$ cat config.mk
export PLATFORM = sky130hd
export DESIGN_NAME = pcie_skp_inserter
export DESIGN_NICKNAME = d
export VERILOG_FILES = /design/src/rtl/pcie_skp_inserter.sv
export SDC_FILE = /design/constraint.sdc
export NUM_CORES = 1
export LEC_CHECK = 0
export ABC_AREA = 1
export CORE_AREA = 2 2 52 54
export DETAILED_ROUTE_END_ITERATION = 7
export DIE_AREA = 0 0 54 56
export PLACE_DENSITY = 0.82
export SLEW_MARGIN = 20
export SYNTH_ARGS = -nofsm -noshare
export SYNTH_HDL_FRONTEND = slang
export SYNTH_SLANG_ARGS = --single-unit
$ cat constraint.sdc
create_clock -name clk -period 5 [get_ports clk]
set_clock_uncertainty 0.15 [all_clocks]
set_input_delay 1 -clock clk [delete_from_list [all_inputs] [get_ports clk]]
set_output_delay 1 -clock clk [all_outputs]
set_load 0.1 [all_outputs]
$ cat src/rtl/pcie_skp_inserter.sv
// Transmit-side SKP ordered-set inserter in front of the 8-bit scrambler.
// Emits one symbol per clock: forwarded input, IDLE filler, or COM + SKIP run between packets.
module pcie_skp_inserter #(
  parameter int unsigned SKP_INTERVAL = 1180,
  parameter int unsigned SKP_COUNT    = 3,
  parameter logic [7:0]  COM          = 8'hBC,
  parameter logic [7:0]  SKIP         = 8'h1C,
  parameter logic [7:0]  IDLE         = 8'h00
) (
  input  logic       clk,
  input  logic       rst_b,
  input  logic [7:0] in_data,
  input  logic       in_k,
  input  logic       in_dis_scrambler,
  input  logic       in_last,
  input  logic       in_valid,
  output logic       in_ready,
  output logic [7:0] out_data,
  output logic       out_k,
  output logic       out_dis_scrambler
);

  localparam int CW = $clog2(SKP_INTERVAL + 1);
  localparam int IW = (SKP_COUNT > 1) ? $clog2(SKP_COUNT) : 1;
  localparam logic [CW-1:0] CNT_MAX  = CW'(SKP_INTERVAL);
  localparam logic [IW-1:0] IDX_LAST = IW'(SKP_COUNT - 1);

  typedef enum logic {PASS, SKP} state_e;

  state_e        state_q, state_d;
  logic [CW-1:0] cnt_q, cnt_d;
  logic [IW-1:0] idx_q, idx_d;
  logic          pkt_q, pkt_d;
  logic [7:0]    data_q, data_d;
  logic          k_q, k_d;
  logic          dis_q, dis_d;
  logic          pending;
  logic          insert;
  logic          xfer;

  assign pending  = (cnt_q == CNT_MAX);
  assign insert   = pending && !pkt_q;
  // Ready never looks at in_valid, so upstream may wait on it combinationally.
  assign in_ready = (state_q == PASS) && !insert;
  assign xfer     = in_valid && in_ready;

  always_comb begin
    state_d = state_q;
    cnt_d   = cnt_q;
    idx_d   = idx_q;
    pkt_d   = pkt_q;
    data_d  = IDLE;
    k_d     = 1'b0;
    dis_d   = 1'b0;
    case (state_q)
      PASS: begin
        if (insert) begin
          data_d  = COM;
          k_d     = 1'b1;
          idx_d   = '0;
          state_d = SKP;
        end else begin
          // Saturate so a long packet just holds the request until it ends.
          if (!pending) cnt_d = cnt_q + CW'(1);
          if (xfer) begin
            data_d = in_data;
            k_d    = in_k;
            dis_d  = in_dis_scrambler;
            pkt_d  = !in_last;
          end
        end
      end
      SKP: begin
        data_d = SKIP;
        k_d    = 1'b1;
        idx_d  = idx_q + IW'(1);
        if (idx_q == IDX_LAST) begin
          idx_d   = '0;
          cnt_d   = '0;
          state_d = PASS;
        end
      end
      default: state_d = PASS;
    endcase
  end

  always_ff @(posedge clk or negedge rst_b) begin
    if (!rst_b) begin
      state_q <= PASS;
      cnt_q   <= '0;
      idx_q   <= '0;
      pkt_q   <= 1'b0;
      data_q  <= '0;
      k_q     <= 1'b0;
      dis_q   <= 1'b0;
    end else begin
      state_q <= state_d;
      cnt_q   <= cnt_d;
      idx_q   <= idx_d;
      pkt_q   <= pkt_d;
      data_q  <= data_d;
      k_q     <= k_d;
      dis_q   <= dis_d;
    end
  end

  assign out_data          = data_q;
  assign out_k             = k_q;
  assign out_dis_scrambler = dis_q;

endmodule

## Word-level counts from Yosys, hierarchy flattened

Index checks and enable logic that the tools add are counted.

- Equality and inequality tests: 6
- Reductions and logical operators: 8
- Bitwise logic cells: 2
- Add/subtract/negate cells: 2
- Mux-type cells: 19

Operator list:

| kind | number |
|---|---|
| $mux 11 | 3 |
| $pmux 11 s2 | 1 |
| $mux 8 | 2 |
| $pmux 8 s2 | 1 |
| $add 11x1->11 const B | 1 |
| $eq 11x11->1 const B | 1 |
| $mux 1 | 7 |
| $ne 2x2->1 const B | 3 |
| $reduce_and 3->1 | 2 |
| $mux 2 | 2 |
| $pmux 1 s2 | 2 |
| $pmux 2 s2 | 1 |
| $logic_and 1x1->1 | 3 |
| $logic_not 1->1 | 3 |
| $add 2x1->2 const B | 1 |
| $eq 2x2->1 const B | 1 |
| $ne 2x1->1 const B | 1 |
| $not 1->1 | 2 |

- Output and inout bits: 11
- Word-level logic and storage cells: 44
- Input port bits: 14
- Register bits after elaboration: 25

## Longest topological paths before layout

Gate-level depths: netlist (run 1).

- Word-level depth: 8
- Gate-level depth with buffers: 9

## Worst setup path before layout (run 1)

No wires, ideal clock.

- Path type: register to output
- From: register cnt_q[0]
- To: output in_ready
- Arrival: 1.552 ns
- Data required time: 3.850 ns
- Stages on the path, launching flop included: 8
- Path buffers: 0
- Setup slack: 2.298 ns
- Cells stage by stage: dfrtp_1 > inv_1 > ha_1 > nand2_1 > nor2_1 > nand4_2 > nand2_1 > inv_1

- Word-level cells in the longest chain between the ends: 4

Ends and longest elaborated chain:

| item | line | text |
|---|---|---|
| start, declared | 31 | `logic [CW-1:0] cnt_q, cnt_d;` |
| start signal, assigned | 98 | `cnt_q <= cnt_d;` |
| $eq 11x11->1 | 41 | `assign pending = (cnt_q == CNT_MAX);` |
| $logic_and 1x1->1 | 42 | `assign insert = pending && !pkt_q;` |
| $logic_not 1->1 | 44 | `assign in_ready = (state_q == PASS) && !insert;` |
| $logic_and 1x1->1 | 44 |  |
| end, declared | 17 | `output logic in_ready,` |

Every way passes these cells.

## Worst setup path after layout (run 1)

Same ends and word-level chain as after synthesis.

==> run metrics, run 1 <==
result of the run finished clean; CTS clk-pin slew, worst paths 0.13 ns; average wire per standard cell around 12 um; buffer cell driving the clock tree root sky130_fd_sc_hd__clkbuf_4; startpoint-to-endpoint class of the critical path reg -> out; post-synth cell types 19; Crit Path Max Fanout 6; hpwl dp roughly 2.0 mm; Port Buf Inserts 24; Post-Syn Instances around 160; largest net degree at the start of global routing 26; Total Routed Length roughly 2.6 mm; DRC violation count after routing 0; via count of the first global-routing pass between 1000 and 1500; Worst Path Required slightly below 4 ns; count of warnings emitted by yosys 0; diodes inserted 0; Seq/Total Area, Yosys between 50% and 60%; first-pass iteration count of the detailed router 4; Final Hold Vio Count 0; FF+latch count, synth 25; CTS H-Tree Depth 1; number of nets in the finished design 200; std cell rows 18; worst-case setup slack after placement around 1.5 ns; setup TNS 0 ns; transition at the pin with the smallest max-transition slack between 0.9 and 1 ns; CTS Buffer Depth 2; Setup violations, final 0; Arr. time, crit path 2.68 ns; clock tree from TritonCTS done; Critical Path Sink Type output pin; number of routed nets with antenna violations 0; minimum setup slack in the final design approximately 1.2 ns; Max Clock Freq about 260 MHz; area of the die ~0.0030 mm^2; clock network latency to the later pin of the worst-skew pair about 0.31 ns; leakage power total between 0.7 and 0.8 nW; total global routing track utilization 18.8%; P per Cell Area around 230 mW/mm^2; path type of the worst min-delay path reg -> reg; number of maximum-capacitance constraint violations 0; Mean Syn Cell Area roughly 8 um^2; share of layout cells above drive strength 1 under 10%; crit share post-route 76.6%; fin. max-slew vios 0; worst relative slew slack about a third; post-cts gate resize count 0; Die Height ~56 um; post-synthesis net count approximately 180; post-synthesis instance area 0.00125 mm^2; gp weighted congestion ~0.81; minimum clock period between 3 and 4 ns; total global routing overflow 0; hold_buf cts 0; Area growth syn-to-layout 21.7%; TritonCTS buffer count 3; number of placed I/O pins 25; Chip Width ~54 um; total via count after detailed routing approximately 1100; Detailed Route Iter0 Violations 22; via density per instance approximately 5.2; global-route wire length before repair around 4.2 mm; Post-CTS Repair Setup Buffers 0; initial standard-cell utilization of the core between 50% and 60%; core area approximately 0.0024 mm^2; peak supply drop 222 uV; critical path launch point type register; unrepaired setup endpoints after global routing no; clock tree sinks 25; initial antenna violation count 0
-- kinds of logic after synthesis --
group / share of synthesized area (%)
AO/OA/AOI/OAI: 6.81
flip-flops: 50.1
XOR/XNOR: 1.40
buffers and inverters: 8.82
AND/OR/NAND/NOR: 30.9
adder cells (fa/ha/maj): 2.00
-- routing by layer --
metal / routed length [um] / vias to the layer above / GRT usage (%)
met5: 0 / - / 0
met4: 52 / 0 / 8.93
met3: 96 / 6 / 3.76
met2: 1350 / 24 / 32.2
met1: 1090 / 526 / 21.4
li1: - / 551 / -
-- path summary, 6_finish.rpt --
check,start,end,slack [ns],depth (start not counted)
max,cnt_q[0],in_ready,1.17,8
min,idx_q[0],idx_q[0],0.36,1
max reg2reg,cnt_q[0],pkt_q,3.26,8
min reg2reg,idx_q[0],idx_q[0],0.36,1
max in group asynchronous,rst_b,cnt_q[5],3.85,1
min in group asynchronous,rst_b,pkt_q,0.50,1
-- cells in the mapped netlist --
library cell	number	area [um^2]
sky130_fd_sc_hd__buf_4	1	7.51
sky130_fd_sc_hd__nor3_1	1	5.00
sky130_fd_sc_hd__a21oi_1	4	20.0
sky130_fd_sc_hd__dfrtp_1	25	626
sky130_fd_sc_hd__xor2_1	1	8.76
sky130_fd_sc_hd__buf_2	1	5.00
sky130_fd_sc_hd__nor2_1	12	45.0
sky130_fd_sc_hd__nand3_1	15	75.1
sky130_fd_sc_hd__nand2_1	50	188
sky130_fd_sc_hd__xnor2_1	1	8.76
sky130_fd_sc_hd__nand4_1	4	25.0
sky130_fd_sc_hd__inv_1	22	82.6
sky130_fd_sc_hd__nand4_2	1	12.5
sky130_fd_sc_hd__clkbuf_1	1	3.75
sky130_fd_sc_hd__buf_6	1	11.3
sky130_fd_sc_hd__o21ai_0	13	65.1
sky130_fd_sc_hd__nor2_4	2	22.5
sky130_fd_sc_hd__ha_1	2	25.0
sky130_fd_sc_hd__nand2_2	2	12.5
-- worst max-delay path: stages, from the launching register on --
cell and delay [ns]:
sky130_fd_sc_hd__dfrtp_1 0.44, sky130_fd_sc_hd__inv_1 0.09, sky130_fd_sc_hd__ha_1 0.14, sky130_fd_sc_hd__nand2_1 0.05, sky130_fd_sc_hd__nor2_1 0.23, sky130_fd_sc_hd__nand4_2 0.19, sky130_fd_sc_hd__nand2_1 0.15, sky130_fd_sc_hd__inv_1 0.10
sky130_fd_sc_hd__clkdlybuf4s50_1 0.97
-- power breakdown --
part / switching [mW] / internal (mW)
clock network: 0.0568 / 0.0312
logic: 0.0425 / 0.0175
registers: 0.00137 / 0.207
-- layout make-up --
cell class | count | area [um^2]
Clock buffer | 4 | 26.3
Fill cell | 197 | 912
Inverter | 22 | 82.6
Multi-Input combinational cell | 108 | 513
Sequential cell | 25 | 626
Tap cell | 30 | 37.5
Timing Repair Buffer | 24 | 235
-- layout by cell type (no fill, tap or decap), drive strengths merged --
cell,n
nand4,5
clkdlybuf4s50,23
ha,2
xor2,1
clkbuf,4
o21ai,13
nand2,52
a21oi,4
buf,1
dfrtp,25
nor2,14
nor3,1
nand3,15
inv,22
xnor2,1
-- registers in the layout, indices dropped and copies added, names as in the netlist --
name               cells
out_k                  1
out_data               8
state_q                1
cnt_q                 11
out_dis_scrambler      1
pkt_q                  1
idx_q                  2
-- per-stage QoR --
step           utilization, %  total power [mW]  instances  area (um^2)  hold slack (ns)
3_5_place_dp             61.6             0.273        209         1500            0.345
3_3_place_gp             61.6             0.272        209         1500            0.309
4_1_cts                  62.7             0.359        213         1530            0.360
5_1_grt                  62.5             0.369        213         1520            0.385
6_report                 62.5             0.356        213         1520            0.364
2_1_floorplan               -             0.249        159         1250            0.292
Note: power is estimated with default switching activity, not from simulation.
==> run 2: changes to the inputs <==
Settings changed: CORE_AREA 2 2 52 54 to 2 2 53 55, DIE_AREA 0 0 54 56 to 0 0 55 57, PLACE_DENSITY 0.82 to 0.79.
Clock period 5 ns to 3.8 ns, I/O delays scaled along.
==> run 2 against run 1 <==
  * Sequential power is 32% higher
  * Sequential share of layout area fell by 0.30 points
  * Setup slack got worse by 0.17 ns
  * Via count shrank 1.7%
  * Clock power is 34% higher
  * Design area grew 0.74%
  * Hold slack worse by 0.0028 ns
  * Total power rose by 32%
  * Largest cell class unchanged
==> run metrics, run 2 (synthesis results as in run 1) <==
result of the run finished clean; P per Cell Area 308 mW/mm^2 (+32%); hold_buf cts 0 (unchanged); cell depth of the worst hold path 1 (unchanged); Worst Path Required 2.89 ns (-0.96 ns); transition at the pin with the smallest max-transition slack 0.979 ns (-0.00469 ns); post-route worst hold slack 0.361 ns (-0.00278 ns); Total Routed Length 2.40 mm (-7.4%); CP peak stage delay 0.44 ns (-0.53 ns); leakage power total 0.750 nW (+0.60%); FF-to-FF path depth 7 (-1); crit share post-route roughly three quarters; critical path launch point type register; TritonCTS buffer count 3 (unchanged); minimum setup slack in the final design 1.00 ns (-0.171 ns); Buffers & Inverters on Critical Path 3 (unchanged); gp weighted congestion 0.828 (+1.6%); clock tree from TritonCTS done; first-pass iteration count of the detailed router 4 (unchanged); startpoint-to-endpoint class of the critical path reg -> out; fin. max-slew vios 0 (unchanged); average wire per standard cell 11.2 um (-8.2%); number of flip-flops under the largest register name 11 (unchanged); number of maximum-capacitance constraint violations 0 (unchanged); minimum clock period ~2.8 ns; total global routing track utilization 17.3% (-1.5 points); share of layout cells above drive strength 1 5.43% (+0.52 points); path type of the worst min-delay path reg -> reg; Die Height 57 um (+1.8%); initial standard-cell utilization of the core 47.8% (-3.6 points); CTS H-Tree Depth 1 (unchanged); cell with the biggest individual delay on the critical path sky130_fd_sc_hd__dfrtp_1; hold worst-path end idx_q[0]; slack of the worst reg-to-reg path 2.13 ns (-1.13 ns); worst-case setup slack after placement 1.36 ns (-0.186 ns); std cell rows 19 (+1); number of nets in the finished design 201 (+0.50%); Final Hold Vio Count 0 (unchanged); Max Clock Freq ~360 MHz; CTS Buffer Depth 2 (unchanged); Setup violations, final 0 (unchanged); peak supply drop 256 uV (+15%); met3 Usage GRT 4.97% (+1.2 points); clock tree sinks 25 (unchanged); met1 Track Usage GR 22.3% (+0.95 points); post-route core utilization 58.6% (-3.9 points); Crit Path Max Fanout 6 (unchanged); via density per instance 5.06 (-2.6%); unrepaired setup endpoints after global routing no; filler cell count in the final layout 234 (+19%); worst reg2reg path endpoint cnt_q[5]; launch point of the worst reg-to-reg path cnt_q[0]; total global routing overflow 0 (unchanged); largest net degree at the start of global routing 26 (unchanged); number of placed I/O pins 25 (unchanged); most common cell after layout, fill and taps aside sky130_fd_sc_hd__nand2_1; setup TNS 0 ns (unchanged); Arr. time, crit path 1.89 ns (-0.79 ns); met2 GRT Util 28.4% (-3.8 points); area of the die 0.00314 mm^2 (+3.7%); layer with the highest usage after global routing met2; multi-input logic area 513 um^2 (unchanged); via count of the first global-routing pass 928 (-9.8%); post-cts gate resize count 0 (unchanged); register ranked first by flip-flop count cnt_q; total via count after detailed routing 1088 (-1.7%); diodes inserted 0 (unchanged); initial antenna violation count 0 (unchanged); core area 0.00262 mm^2 (+7.5%); Port Buf Inserts 24 (unchanged); Post-CTS Repair Setup Buffers 0 (unchanged); global-route wire length before repair 3.97 mm (-5.7%); Chip Width 55 um (+1.9%); number of routed nets with antenna violations 0 (unchanged); Overall Power 0.472 mW (+32%); Sequential cell area 626 um^2 (unchanged); buffer cell driving the clock tree root sky130_fd_sc_hd__clkbuf_4; source of the worst hold timing path idx_q[0]; worst relative slew slack 34.5% (+0.31 points); clock network latency to the later pin of the worst-skew pair 0.31 ns (about the same); Area growth syn-to-layout 22.6%; Detailed Route Iter0 Violations 17 (-23%); cells along the critical path inv_1 -> ha_1 -> nand2_1 -> nor2_1 -> nand4_2 -> nand2_1 -> inv_1 -> buf_4; hpwl dp 1.81 mm (-10%); Critical Path Sink Type output pin; CTS clk-pin slew, worst paths 0.13 ns (about the same); DRC violation count after routing 0 (unchanged); highest-count cells in the layout ignoring fill and taps sky130_fd_sc_hd__nand2_1 (50), sky130_fd_sc_hd__dfrtp_1 (25), sky130_fd_sc_hd__clkdlybuf4s50_1 (23); kind of cell adding the most delay to the critical path simple AND/OR/NAND/NOR gates
==> run 2: cell types whose count changed in the layout (fill, tap and decap cells not counted), sizes merged <==
| cell | previous run | this run |
|---|---|---|
| buf | 1 | 2 |
==> run 2: worst max-delay path by stage <==
stage / start / to / slack [ns] / depth (start not counted)
final: cnt_q[0] / in_ready / 1.00 / 8
after global routing: cnt_q[0] / in_ready / 0.82 / 8
after CTS: cnt_q[0] / in_ready / 0.99 / 8
after detailed placement: cnt_q[0] / in_ready / 1.36 / 8
after global placement: cnt_q[0] / in_ready / 1.41 / 8
after floorplan: cnt_q[0] / in_ready / 1.34 / 7
==> run 2: per-stage QoR <==
stage,std cells,area [um^2]
2_1_floorplan,159,1250
3_3_place_gp,211,1510
3_5_place_dp,211,1510
4_1_cts,215,1530
5_1_grt,215,1530
6_report,215,1530
==> run 2: cell type report <==
type                    count  share of cell area (%)
well taps                  31                    2.53
inverters                  22                    5.39
repair buffers             25                    16.0
flip-flops and latches     25                    40.8
multi-input cells         108                    33.5
clock buffers               4                    1.72
==> run 2: power breakdown <==
part	internal (mW)	total [mW]	switching (mW)
logic	0.0242	0.0797	0.0555
clock network	0.0410	0.118	0.0771
registers	0.272	0.274	0.00206
total	0.337	0.472	0.135
==> run 2: layer usage <==
layer	vias to the layer above	part of all wire, %	routed length [um]
li1	546	-	-
met1	513	43	1030
met2	27	51	1220
met3	2	5.8	138
met4	0	0.46	11
met5	-	0	0
==> run 3: changes to the inputs <==
Clock period 3.8 ns to 2.8 ns, I/O delays scaled along.
==> run 3 against run 2 <==
  * Utilization shrank 0.48 points
  * Die area stayed put
  * Sequential power increased by 36%
  * Register-to-register slack got worse by 1.0 ns
  * Design area down 0.82%
  * First-iteration DRC count unchanged
  * Count of clock-buffer cells in the layout is the same
  * Critical path type unchanged
  * Largest power group unchanged
  * Combinational power rose by 33%
  * Hold slack got worse by 0.0045 ns
  * Global-route usage is 2.3 points higher
==> run metrics, run 3 (synthesis results as in run 1) <==
Net Sw Frac 29.0% (+0.46 points); initial antenna violation count 0 (unchanged); source of the worst hold timing path pkt_q; worst relative slew slack 68.1% (+34 points); path type of the worst min-delay path reg -> reg; via density per instance 5.21 (+3.0%); unrepaired setup endpoints after global routing no; CTS clk-pin slew, worst paths 0.13 ns (about the same); worst-case setup slack after placement 0.600 ns (-0.760 ns); clock tree from TritonCTS done; total via count after detailed routing 1121 (+3.0%); Overall Power 0.641 mW (+36%); minimum clock period 2.60 ns; Arr. time, crit path 1.89 ns (about the same); Area growth syn-to-layout 21.6%; startpoint of the worst setup timing path cnt_q[0]; Detailed Route Iter0 Violations 17 (unchanged); most common cell after layout, fill and taps aside sky130_fd_sc_hd__nand2_1; global-route wire length before repair 4.46 mm (+12%); crit share post-route around 93%; setup TNS 0 ns (unchanged); leakage power total 0.772 nW (+2.8%); critical path launch point type register; highest-count cells in the layout ignoring fill and taps sky130_fd_sc_hd__nand2_1 (50), sky130_fd_sc_hd__dfrtp_1 (25), sky130_fd_sc_hd__inv_1 (22); number of maximum-capacitance constraint violations 0 (unchanged); Max Clock Freq roughly 390 MHz; transition at the pin with the smallest max-transition slack 0.474 ns (-0.505 ns); CTS Buffer Depth 2 (unchanged); area of the die 0.00314 mm^2 (unchanged); fin. max-slew vios 0 (unchanged); Die Height 57 um (unchanged); gp weighted congestion 0.807 (-2.5%); largest net degree at the start of global routing 26 (unchanged); design internal power 0.456 mW (+35%); Critical Path Sink Type output pin; clock network latency to the later pin of the worst-skew pair 0.32 ns (about the same); post-cts gate resize count 0 (unchanged); initial standard-cell utilization of the core 47.8% (unchanged); share of layout cells above drive strength 1 10.9% (+5.4 points); minimum setup slack in the final design 0.203 ns (-0.797 ns); Comb pwr share 16.5% (-0.4 points); number of flip-flops under the largest register name 11 (unchanged); average wire per standard cell 12.1 um (+8.5%); sequential cell fraction of total power 58.0% (about the same); Sw Pwr 0.186 mW (+38%); peak supply drop 306 uV (+20%); clock tree sinks 25 (unchanged); P per Cell Area 422 mW/mm^2 (+37%); diodes inserted 0 (unchanged); Worst Path Required 2.09 ns (-0.80 ns); register ranked first by flip-flop count cnt_q; relative contribution of the clock network to total power 25.5% (+0.5 points); Total Routed Length 2.60 mm (+8.5%); DRC violation count after routing 0 (unchanged); buffer cell driving the clock tree root sky130_fd_sc_hd__clkbuf_4; number of nets in the finished design 201 (unchanged); result of the run finished clean; Final Hold Vio Count 0 (unchanged); total global routing track utilization 19.6% (+2.3 points); number of placed I/O pins 25 (unchanged); first-pass iteration count of the detailed router 4 (unchanged); TritonCTS buffer count 3 (unchanged); startpoint-to-endpoint class of the critical path reg -> out; post-route core utilization 58.1% (-0.48 points); Chip Width 55 um (unchanged); hold_buf cts 0 (unchanged); number of routed nets with antenna violations 0 (unchanged); std cell rows 19 (unchanged); filler cell count in the final layout 262 (+12%); Port Buf Inserts 24 (unchanged); Post-CTS Repair Setup Buffers 0 (unchanged); via count of the first global-routing pass 1074 (+16%); launch point of the worst reg-to-reg path cnt_q[0]; Setup violations, final 0 (unchanged); total global routing overflow 0 (unchanged); hpwl dp 1.94 mm (+7.2%); core area 0.00262 mm^2 (unchanged); CTS H-Tree Depth 1 (unchanged); Crit Path Max Fanout 6 (unchanged)
[run 3: cell count changes in the layout (fill, tap and decap cells not counted)]
cell	previous run	this run
sky130_fd_sc_hd__buf_12	0	1
sky130_fd_sc_hd__clkdlybuf4s50_1	23	13
sky130_fd_sc_hd__buf_4	2	11
[run 3: path summary, 6_finish.rpt]
kind | endpoint | slack, ns | cells past startpoint
max | in_ready | 0.20 | 8
min | pkt_q | 0.36 | 2
max reg2reg | cnt_q[1] | 1.11 | 8
min reg2reg | pkt_q | 0.36 | 2
max in group asynchronous | out_k | 1.83 | 2
min in group asynchronous | cnt_q[9] | 0.43 | 2
[run 3: area by class of cell]
| cell class | count | area (um^2) | share of cell area [%] |
|---|---|---|---|
| sequential | 25 | 626 | 41.2 |
| multi-input combinational | 108 | 513 | 33.8 |
| timing repair buffer | 25 | 233 | 15.3 |
| inverter | 22 | 82.6 | 5.44 |
| tap | 31 | 38.8 | 2.55 |
| clock buffer | 4 | 26.3 | 1.73 |
[run 3: metrics by stage]
stage,instances,instance area [um^2],hold slack (ns)
after floorplan,159,1250,0.114
after global placement,211,1490,0.304
after detailed placement,211,1490,0.329
after CTS,215,1520,0.361
after global routing,215,1520,0.386
final,215,1520,0.357
[run 3: per-layer routing]
metal / track usage [%] / vias up / part of all wire, %
met1: 23.8 / 533 / 42
met2: 33.7 / 34 / 52
met3: 3.66 / 5 / 4.5
met5: 0 / - / 0
met4: 7.32 / 0 / 1.5
li1: - / 549 / -
[run 3: worst max-delay path: stages (launching register included)]
cell and delay [ns]:
sky130_fd_sc_hd__dfrtp_1 0.44, sky130_fd_sc_hd__inv_1 0.10, sky130_fd_sc_hd__ha_1 0.14, sky130_fd_sc_hd__nand2_1 0.05
sky130_fd_sc_hd__nor2_1 0.20, sky130_fd_sc_hd__nand4_2 0.18, sky130_fd_sc_hd__nand2_1 0.14, sky130_fd_sc_hd__inv_1 0.12
sky130_fd_sc_hd__buf_12 0.19
[run 3: power by group through the flow]
| stage | Sequential, mW | Combinational, mW | Clock, mW |
|---|---|---|---|
| detailed placement | 0.379 | 0.107 | 0 |
| finish | 0.372 | 0.106 | 0.164 |
| CTS | 0.372 | 0.107 | 0.164 |
| floorplan | 0.434 | 0.0103 | 0 |
| global placement | 0.379 | 0.106 | 0 |
| global route | 0.373 | 0.112 | 0.180 |
==> variant, RTL diff (config.mk and constraints of run 2) <==
Set the parameter `SKP_INTERVAL` to 2360 (it was 1180).
--- a/src/rtl/pcie_skp_inserter.sv
+++ b/src/rtl/pcie_skp_inserter.sv
@@ -1,7 +1,7 @@
 // Transmit-side SKP ordered-set inserter in front of the 8-bit scrambler.
 // Emits one symbol per clock: forwarded input, IDLE filler, or COM + SKIP run between packets.
 module pcie_skp_inserter #(
-  parameter int unsigned SKP_INTERVAL = 1180,
+  parameter int unsigned SKP_INTERVAL = 2360,
   parameter int unsigned SKP_COUNT    = 3,
   parameter logic [7:0]  COM          = 8'hBC,
   parameter logic [7:0]  SKIP         = 8'h1C,
Check against the original RTL: same outputs for any inputs over 10 cycles, from zero or initial values and one cycle with rst_b low; that may be too few to reach the edited logic, so the function may still have changed.
==> variant against run 2 <==
Routed wire length up 7.0%; maximum frequency down 0.26%; synthesized area up 7.1%; sequential cell count up 1; worst setup slack worse by 0.0072 ns; sequential power up 4%; power up 18%; final area up 7.7%; die area unchanged; critical path type unchanged.
==> variant: results (changes against run 2) <==
INFO  metric run_status = finished clean
INFO  metric clk_transition_reported_paths = between 0.1 and 0.15 ns
INFO  metric nFillCells = 229 (-2.1%)
INFO  metric switching_share = 25.6% (-3.0 points)
INFO  metric final_nets = 212 (+5.5%)
INFO  metric critical_path_peak_fanout = 5 (-1)
INFO  metric complex_gate_fraction_of_the_synthesized_area = 6.17% (-0.64 points)
INFO  metric grt_pass1_vias = 1,046 (+13%)
INFO  metric mappedNetlistNets = 185 (+5.7%)
INFO  metric post_dp_cell_area = 1600 um^2 (+6.1%)
INFO  metric io_buffer_count = 24 (unchanged)
INFO  metric largest_register = cnt_q
INFO  metric worstRegToRegCells = 8 (+1)
INFO  metric cellPowerDensity = 337 nW/um^2 (+9.3%)
INFO  metric detail_route.iter0.violations = 33 (+16)
INFO  metric synthDistinctLibCells = 25 (+6)
INFO  metric largest_reg_flops = 12 (+1)
INFO  metric vdd_ir_drop_max = 0.000294 V (+15%)
INFO  metric dp.final_hpwl = 1960 um (+8.7%)
INFO  metric synth_top_flop_cell = sky130_fd_sc_hd__dfrtp_1
INFO  metric slew-limit-headroom = 34.8% (+0.23 points)
INFO  metric fin_cells = 226 (+5.1%)
INFO  metric setup_violations = 0 (unchanged)
INFO  metric grt_start_max_net_pins = 27 (+3.8%)
INFO  metric worstReg2RegEnd = pkt_q
INFO  metric synth_top_cells_by_area = sky130_fd_sc_hd__dfrtp_1, sky130_fd_sc_hd__nand2_1, sky130_fd_sc_hd__nand3_1
INFO  metric synthArstFlopShare = 100% (unchanged)
INFO  metric detailedPlace.worstSlack = 1.37 ns (+0.00751 ns)
INFO  metric netlist_top_cells_count = sky130_fd_sc_hd__nand2_1, sky130_fd_sc_hd__dfrtp_1, sky130_fd_sc_hd__inv_1, sky130_fd_sc_hd__nand3_1, sky130_fd_sc_hd__nor2_1
INFO  metric initial_antenna_violation_count = 0 (unchanged)
INFO  metric drt-wirelength-per-cell = 11.4 um (+1.8%)
INFO  metric global_route.usage.total = 18.0% (+0.66 points)
INFO  metric yosys.area_share.adder = 1.87% (-0.13 points)
INFO  metric drive_above_1_share = 10.3% (+4.8 points)
INFO  metric whs_endpoint = pkt_q
INFO  metric post_drt_via_cell_ratio = 5.04 (-0.32%)
INFO  metric power.leakage = 0.804 nW (+7.1%)
INFO  metric synthesis.yosys.warnings = 0 (unchanged)
INFO  metric synth_seq_area_share = 48.6% (-1.5 points)
INFO  metric synth_top_cell_area_share = 48.6% (-1.5 points)
INFO  metric synth_cells = 169 (+6.3%)
INFO  metric global_route_wire_length_before_repair = 4240 um (+6.6%)
INFO  metric min_path_cells = 2 (+1)
INFO  metric insertion_delay = 0.33 ns (+0.02 ns)
INFO  metric synth_xor_xnor_area_share = 2.62% (+1.2 points)
INFO  metric min_from = pkt_q
INFO  metric dpl.cell_count = 222 (+5.2%)
INFO  metric finalWeightedCongestion = 0.799 (-3.5%)
-- variant: worst max-delay path by stage --
| stage | slack [ns] | end | cells past startpoint |
|---|---|---|---|
| after floorplan | 1.54 | in_ready | 7 |
| after global placement | 1.45 | in_ready | 8 |
| after detailed placement | 1.37 | in_ready | 8 |
| after CTS | 0.99 | in_ready | 8 |
| after global routing | 0.87 | in_ready | 8 |
| final | 0.99 | in_ready | 8 |
-- variant: stage by stage --
stage          total power [mW]  hold slack [ns]
2_1_floorplan             0.338            0.292
3_3_place_gp              0.370            0.310
3_5_place_dp              0.370            0.314
4_1_cts                   0.559            0.352
5_1_grt                   0.570            0.406
6_report                  0.556            0.351
-- variant: power by group through the flow --
stage	registers (mW)	logic [mW]	clock network, mW
floorplan	0.331	0.00774	0
global placement	0.290	0.0797	0
detailed placement	0.290	0.0801	0
CTS	0.285	0.0803	0.194
global route	0.286	0.0840	0.200
finish	0.285	0.0794	0.192
-- variant: layer usage --
| metal | vias up | GRT usage, % | wire length [um] |
|---|---|---|---|
| met5 | - | 0 | 0 |
| met4 | 0 | 5.23 | 45 |
| met3 | 7 | 2.36 | 91 |
| met2 | 21 | 30.8 | 1320 |
| met1 | 529 | 23.2 | 1110 |
| li1 | 583 | - | - |
-- variant: layout make-up --
type                    count  share of cell area (%)
well taps                  31                    2.35
clock inverters             1                    1.82
inverters                  20                    4.55
repair buffers             25                    14.9
flip-flops and latches     26                    39.5
multi-input cells         120                    35.6
clock buffers               3                    1.37
-- variant: logic make-up (layout without fill, tap and decap cells) --
group                      Yosys count  count (layout)
xor gates and xnor gates             4               4
and+or+nand+nor                     99              99
adders and majority gates            2               2
AOI/OAI and AO/OA                   15              15
buffers and inverters               23              49
DFF                                 26              26
-- variant: tightest hold or removal path: cells and delay by family (launching register included) --
family | cells | cell delay (ns)
flip-flops | 1 | 0.38
AND/OR/NAND/NOR | 2 | 0.11
